## src/rtl/if_id_elastic.sv

```systemverilog
// IF/ID pipeline register with valid/ready handshake, flush and an optional
// second (skid) entry that lets in_ready come straight from a flop.
module if_id_elastic #(
  parameter int                 PC_W      = 32,
  parameter int                 INSTR_W   = 32,
  parameter int                 SKID      = 1,
  parameter logic [INSTR_W-1:0] NOP_INSTR = '0
) (
  input  logic               clk,
  input  logic               reset,
  input  logic               flush,
  input  logic               in_valid,
  output logic               in_ready,
  input  logic [PC_W-1:0]    nextPC_IF,
  input  logic [INSTR_W-1:0] RD_IF,
  output logic               out_valid,
  input  logic               out_ready,
  output logic [PC_W-1:0]    nextPC_ID,
  output logic [INSTR_W-1:0] RD_ID,
  output logic [1:0]         occupancy
);

  localparam bit HAS_SKID = (SKID != 0);

  typedef enum logic [1:0] {
    EMPTY = 2'd0,
    ONE   = 2'd1,
    FULL2 = 2'd2
  } state_t;

  state_t             state_p1;
  logic               vld_p1;
  logic               rdy_p1;
  logic [PC_W-1:0]    main_pc_p1;
  logic [INSTR_W-1:0] main_instr_p1;
  logic [PC_W-1:0]    skid_pc_p0;
  logic [INSTR_W-1:0] skid_instr_p0;
  logic               in_fire;

  // Without the skid entry, ready must look through to the consumer.
  assign in_ready = HAS_SKID ? (rdy_p1 & ~reset)
                             : (~reset & (out_ready | ~vld_p1));
  assign in_fire  = in_valid & in_ready;

  // Stage p0 (skid) -> p1 (main, drives decode)
  always_ff @(posedge clk) begin
    if (reset || flush) begin
      state_p1      <= EMPTY;
      vld_p1        <= 1'b0;
      rdy_p1        <= 1'b1;
      main_pc_p1    <= '0;
      main_instr_p1 <= NOP_INSTR;
      skid_pc_p0    <= '0;
      skid_instr_p0 <= NOP_INSTR;
    end else begin
      case (state_p1)
        EMPTY: begin
          if (in_fire) begin
            state_p1      <= ONE;
            vld_p1        <= 1'b1;
            main_pc_p1    <= nextPC_IF;
            main_instr_p1 <= RD_IF;
          end
        end
        ONE: begin
          if (out_ready) begin
            if (in_fire) begin
              main_pc_p1    <= nextPC_IF;
              main_instr_p1 <= RD_IF;
            end else begin
              state_p1      <= EMPTY;
              vld_p1        <= 1'b0;
              main_pc_p1    <= '0;
              main_instr_p1 <= NOP_INSTR;
            end
          end else if (HAS_SKID && in_fire) begin
            state_p1      <= FULL2;
            rdy_p1        <= 1'b0;
            skid_pc_p0    <= nextPC_IF;
            skid_instr_p0 <= RD_IF;
          end
        end
        FULL2: begin
          if (out_ready) begin
            state_p1      <= ONE;
            rdy_p1        <= 1'b1;
            main_pc_p1    <= skid_pc_p0;
            main_instr_p1 <= skid_instr_p0;
          end
        end
        default: begin
          state_p1      <= EMPTY;
          vld_p1        <= 1'b0;
          rdy_p1        <= 1'b1;
          main_pc_p1    <= '0;
          main_instr_p1 <= NOP_INSTR;
        end
      endcase
    end
  end

  assign out_valid = vld_p1;
  assign nextPC_ID = main_pc_p1;
  assign RD_ID     = main_instr_p1;
  assign occupancy = state_p1;

endmodule

```

## config.mk

```make
export PLATFORM = sky130hd
export DESIGN_NAME = if_id_elastic
export DESIGN_NICKNAME = d
export VERILOG_FILES = /design/src/rtl/if_id_elastic.sv
export SDC_FILE = /design/constraint.sdc
export NUM_CORES = 1
export LEC_CHECK = 0
export CAP_MARGIN = 40
export CORE_ASPECT_RATIO = 1.4
export CORE_MARGIN = 2
export CORE_UTILIZATION = 50
export CTS_BUF_LIST = sky130_fd_sc_hd__clkbuf_16
export CTS_CLUSTER_SIZE = 14
export DETAILED_ROUTE_END_ITERATION = 16
export PLACE_DENSITY = 0.79
export SLEW_MARGIN = 20
export SYNTH_ARGS = -nofsm -noshare
export SYNTH_HDL_FRONTEND = slang
export SYNTH_SLANG_ARGS = --single-unit
```

## constraint.sdc

```tcl
create_clock -name clk -period 3.6 [get_ports clk]
set_input_delay 0.54 -clock clk [delete_from_list [all_inputs] [get_ports clk]]
set_output_delay 0.54 -clock clk [all_outputs]
set_load 0.01 [all_outputs]
```

======== Yosys cells after proc, flatten, opt, wreduce, memory -nomap -nowiden ========
Index checks and enable logic that the tools add are counted.
word-level totals
  register bits ........................... 132
  bits of input ports ..................... 69
  output and inout bits ................... 68
  logic and storage cells ................. 54
cells by class
  equality and inequality tests ........... 10
  mux-type cells .......................... 24
  bitwise gates (word level) .............. 6
  reductions and logical operators ........ 7
operators by type and width
  cell                                                  count
  2-to-1 mux 32 bit                                     8
  case mux 32 bit (3 select lines)                      2
  inequality test 2 bit (second input constant)         6
  AND reduction 4 bit                                   3
  2-to-1 mux 2 bit                                      5
  2-to-1 mux 1 bit                                      6
  inequality test 3 bit (second input constant)         2
  case mux 1 bit (3 select lines)                       2
  case mux 2 bit (3 select lines)                       1
  AND reduction 3 bit                                   2
  NOT 1 bit                                             4
  AND 1 bit                                             2
  equality test 2 x 1 -> 1 bit (second input constant)  1
  equality test 2 bit (second input constant)           1
  logical NOT 2 bit                                     1
  logical OR 1 bit                                      1

======== Depth between registers and ports, before layout ========
  depth after elaboration ................. 6
  mapped depth ............................ 7
  depth with buffers taken out ............ 4

======== Least setup slack after synthesis ========
OpenSTA, ideal clock, no wires.
  path kind ............................... in2reg
  start ................................... in reset
  end ..................................... reg main_pc_p1[13], in the netlist nextPC_ID[13]
  library setup time ...................... 0.128 ns
  data arrival time ....................... 1.474 ns
  data required time ...................... 3.472 ns
  setup slack ............................. 1.999 ns
  stages on the path ...................... 6
  path buffers ............................ 2
  cell sequence ........................... nand4bb_4 -> o211a_1 -> buf_6 -> buf_6 -> a22oi_2 -> nor2_1
on the way
  cells in the longest elaborated chain, start to end .. 6
  elaborated cells between the ends (all ways) .. 9
  classes of those cells .................. eq/ne (1); mux (3); bitwise (3); reduce/logical (2)
RTL lines
  what                              RTL line  RTL
  start, declared                   10        input logic reset,
  NOT 1 bit                         n/a
  AND 1 bit                         41        assign in_ready = HAS_SKID ? (rdy_p1 & ~reset)
  AND 1 bit                         43        assign in_fire = in_valid & in_ready;
  2-to-1 mux 32 bit                 67        if (in_fire) begin
  2-to-1 mux 32 bit                 66        if (out_ready) begin
  case mux 32 bit (3 select lines)  56        case (state_p1)
  end signal, assigned              61        main_pc_p1 <= nextPC_IF;
  end signal, assigned              68        main_pc_p1 <= nextPC_IF;
  end signal, assigned              87        main_pc_p1 <= skid_pc_p0;
  end, declared                     34        logic [PC_W-1:0] main_pc_p1;
Several ways; a longest one is shown, not always the timed one. The select of a mux whose other input is x is not followed.
A chain may end at the register's enable or synchronous reset.

======== Final worst setup path ========
  start ................................... reg state_p1[1], in the netlist occupancy[1]
  end ..................................... reg main_instr_p1[8], in the netlist RD_ID[8]
on the way
  cells in the longest elaborated chain, start to end .. 3
  elaborated cells between the ends (all ways) .. 8
  classes of those cells .................. eq/ne (5); mux (1); reduce/logical (2)
RTL lines
  what                                                        RTL line  RTL
  start, declared                                             31        state_t state_p1;
  start signal, assigned                                      48        state_p1 <= EMPTY;
  start signal, assigned                                      59        state_p1 <= ONE;
  start signal, assigned                                      71        state_p1 <= EMPTY;
  equality test 2 x 1 -> 1 bit, or another cell as far along  56
  inequality test 2 bit (no source line)                      n/a
  AND reduction 3 bit (no source line)                        n/a
  end signal, assigned                                        88        main_instr_p1 <= skid_instr_p0;
  end, declared                                               35        logic [INSTR_W-1:0] main_instr_p1;
Several ways; a longest one is shown, not always the timed one.

==> results.md <==
* Leak pwr at 2.46 nW
* Num rows at between 40 and 50
* Routed wire length per instance at around 17 um
* Critical Path End Type: flip-flop
* Largest net degree at the start of global routing at 65
* Max-capacitance violation count at 0
* RSZ-0062 raised after global routing: false
* Req. time, crit path at between 3 and 4 ns
* Final Cell Area at just under 0.008 mm2
* Die height at between 100 and 150 um
* Clock skew at ~0.015 ns
* Syn. warnings at 0
* Reg2reg start: occupancy[1]
* Total negative setup slack at 0 ns
* Worst Setup SP: occupancy[1]
* Fmax at 0.376 GHz
* Via count of the first global-routing pass at approximately 5.3k
* Clk slew on worst S/H paths at around 0.060 ns
* Outcome: completed
* CP Launch Type: flip-flop
* PD cells at between 400 and 500 mW/mm2
* R2R Setup Slk at approximately 0.94 ns
* H-tree levels at 4
* Die area at between 0.01 and 0.015 mm2
* Die X at between 90 and 100 um
* Worst slew pin tran at around 0.86 ns
* ANT nets after route at 0
* Relative slew margins at a little over two fifths
* DRT Pass-1 Iters at 4
* Initial antenna violation count at 0
* Skew-Pair Late Insertion Delay at around 0.42 ns
* Initial core utilization at approximately half
* Clock buffer depth at 2
* Crit Reg-Reg Endpoint: RD_ID[8]
* Number of vias per cell at approximately 5.9
* Hold path cells at 2
* Top Ports at 137
* Fin crit share at around three quarters
* Hold Path End: skid_pc_p0[4]
* Post-route minimum period at around 2.7 ns
* Core region area at around 0.012 mm2
* DP Area at 0.00732 mm2
* Final Core Density at between 60% and 70%
* Post-synth cell types at 27
* Setup Viol. Count Final at 0
* HP Class: flip-flop to flip-flop
* DR DRC count at 0
* Total track usage at 24.2%
* Diodes inserted at 0
* Worst-case reg-to-reg path depth at 5
* CTS tree: built
* Gpl congestion at 0.773
* Area growth, synth to finish at 30.9%
* TritonCTS Buffers at 17
* Grt ovf at 0
* Final-report hold violation count at 0
* Count of pins over their slew limit at 0
* Total chip power at 3.50 mW
* Cts hold-fix bufs at 0
* #FFs+latches synth at 132
* Net total in the final layout at approximately 840
* Via count at between 5k and 6k
* Post-CTS setup buffer count at 0
* Syn nets at 741
* Worst hold start: skid_pc_p0[4]
* Worst hold slack at between 0.4 and 0.5 ns
* Register area share after synthesis at 44.0%
* Post-Syn Area at 0.00601 mm2
* Top fanout value on the critical path at 51
* WP data arrival at 3.00 ns
* Post_cts resized at 0
* Layout cells sized above 1 at 7.99%
* Worst IR Drop VDD at around 0.00032 V
* Final wirelength at 15900 um
* Post-detail-place hpwl at around 10000 um
* Avg Inst Size Synth at roughly 9 um2
* DRT iter0 DRCs at 300
* # clock sinks at roughly 130
* Port Buffers at between 100 and 150
* Root buffer cell: clkbuf_16
* WS Path Type: flip-flop to flip-flop
* Mapped Cells at 672
* First-pass GRT wire length at ~26000 um
## power by group
part | switching [mW] | total (mW) | internal (mW) | leakage, nW
clock | 0.653 | 1.60 | 0.950 | 0.260
combinational | 0.201 | 0.391 | 0.190 | 1.13
sequential | 0.0191 | 1.50 | 1.48 | 1.07
## per-layer routing
metal	track usage, %	up-vias	wire [um]
met5	0	-	0
li1	-	2614	-
met3	4.98	28	793
met4	9.70	0	349
met2	42.9	180	8310
met1	28.5	2680	6450
## flip-flops by register name, summed over array words and instances, names as in the netlist
signal	count
out_valid	1
RD_ID	32
nextPC_ID	32
occupancy	2
skid_pc_p0	32
skid_instr_p0	32
rdy_p1	1
## cell families after synthesis
kind of cell | after synthesis | synth area share [%]
simple gates | 208 | 14.0
flops | 132 | 44.0
mux | 65 | 10.8
compound gates | 201 | 24.7
buf+inv | 66 | 6.51
## how the worst max path moves through the flow
stage               cells after the start       endpoint
floorplan                               6  nextPC_ID[13]
global placement                        6  nextPC_ID[11]
detailed placement                      6   nextPC_ID[2]
CTS                                     5       RD_ID[8]
global route                            5       RD_ID[8]
finish                                  5       RD_ID[8]
## cell type report
cell class	instances	area, um2
Inverter	1	3.75
Clock inverter	15	130
Fill cell	985	3890
Timing Repair Buffer	149	1500
Tap cell	147	184
Multi-Input combinational cell	474	2980
Clock buffer	17	425
Sequential cell	132	2650
## cell usage after synthesis
master	n	share of area (%)
nor3_1	2	0.17
and2_1	1	0.10
a21oi_1	67	5.6
o22a_1	1	0.15
buf_1	3	0.19
nand2_1	130	8.1
o21ai_0	2	0.17
o2bb2ai_1	64	9.3
o211ai_4	1	0.35
nor2b_1	2	0.21
nand2b_1	1	0.10
a22oi_1	54	6.7
buf_6	8	1.5
and4bb_2	1	0.21
nand4bb_4	1	0.46
nor2_1	65	4.1
o211a_1	1	0.17
buf_4	16	2.0
a22oi_2	10	2.1
nand3b_1	4	0.50
clkbuf_1	19	1.2
dfxtp_1	132	44
or2_2	1	0.10
a21o_1	1	0.12
inv_1	1	0.062
buf_2	19	1.6
mux2i_1	65	11
## critical path, stage by stage (launching register included)
cell      delay [ns]
dfxtp_4         0.91
nand3b_1        0.28
o211a_2         0.74
buf_4           0.36
a22oi_1         0.13
nor2_1          0.16
## cell usage in the layout, fill, tap and decap left out, drive strengths merged, types with 2 or more instances in the layout
cell / instances
buf: 13
o2bb2ai: 64
clkdlybuf4s50: 136
clkbuf: 17
clkinvlp: 5
nor2: 65
nor2b: 2
nand2: 130
clkinv: 5
a22oi: 64
dfxtp: 132
inv: 5
mux2i: 65
nor3: 2
nand3b: 4
a21oi: 67
o21ai: 2
## through the flow
| stage | setup WS, ns | cells |
|---|---|---|
| floorplan | 2.00 | 672 |
| global placement | 0.914 | 903 |
| detailed placement | 0.832 | 903 |
| CTS | 0.957 | 935 |
| global route | 0.815 | 935 |
| finish | 0.937 | 935 |
(Power assumes the default switching activity.)
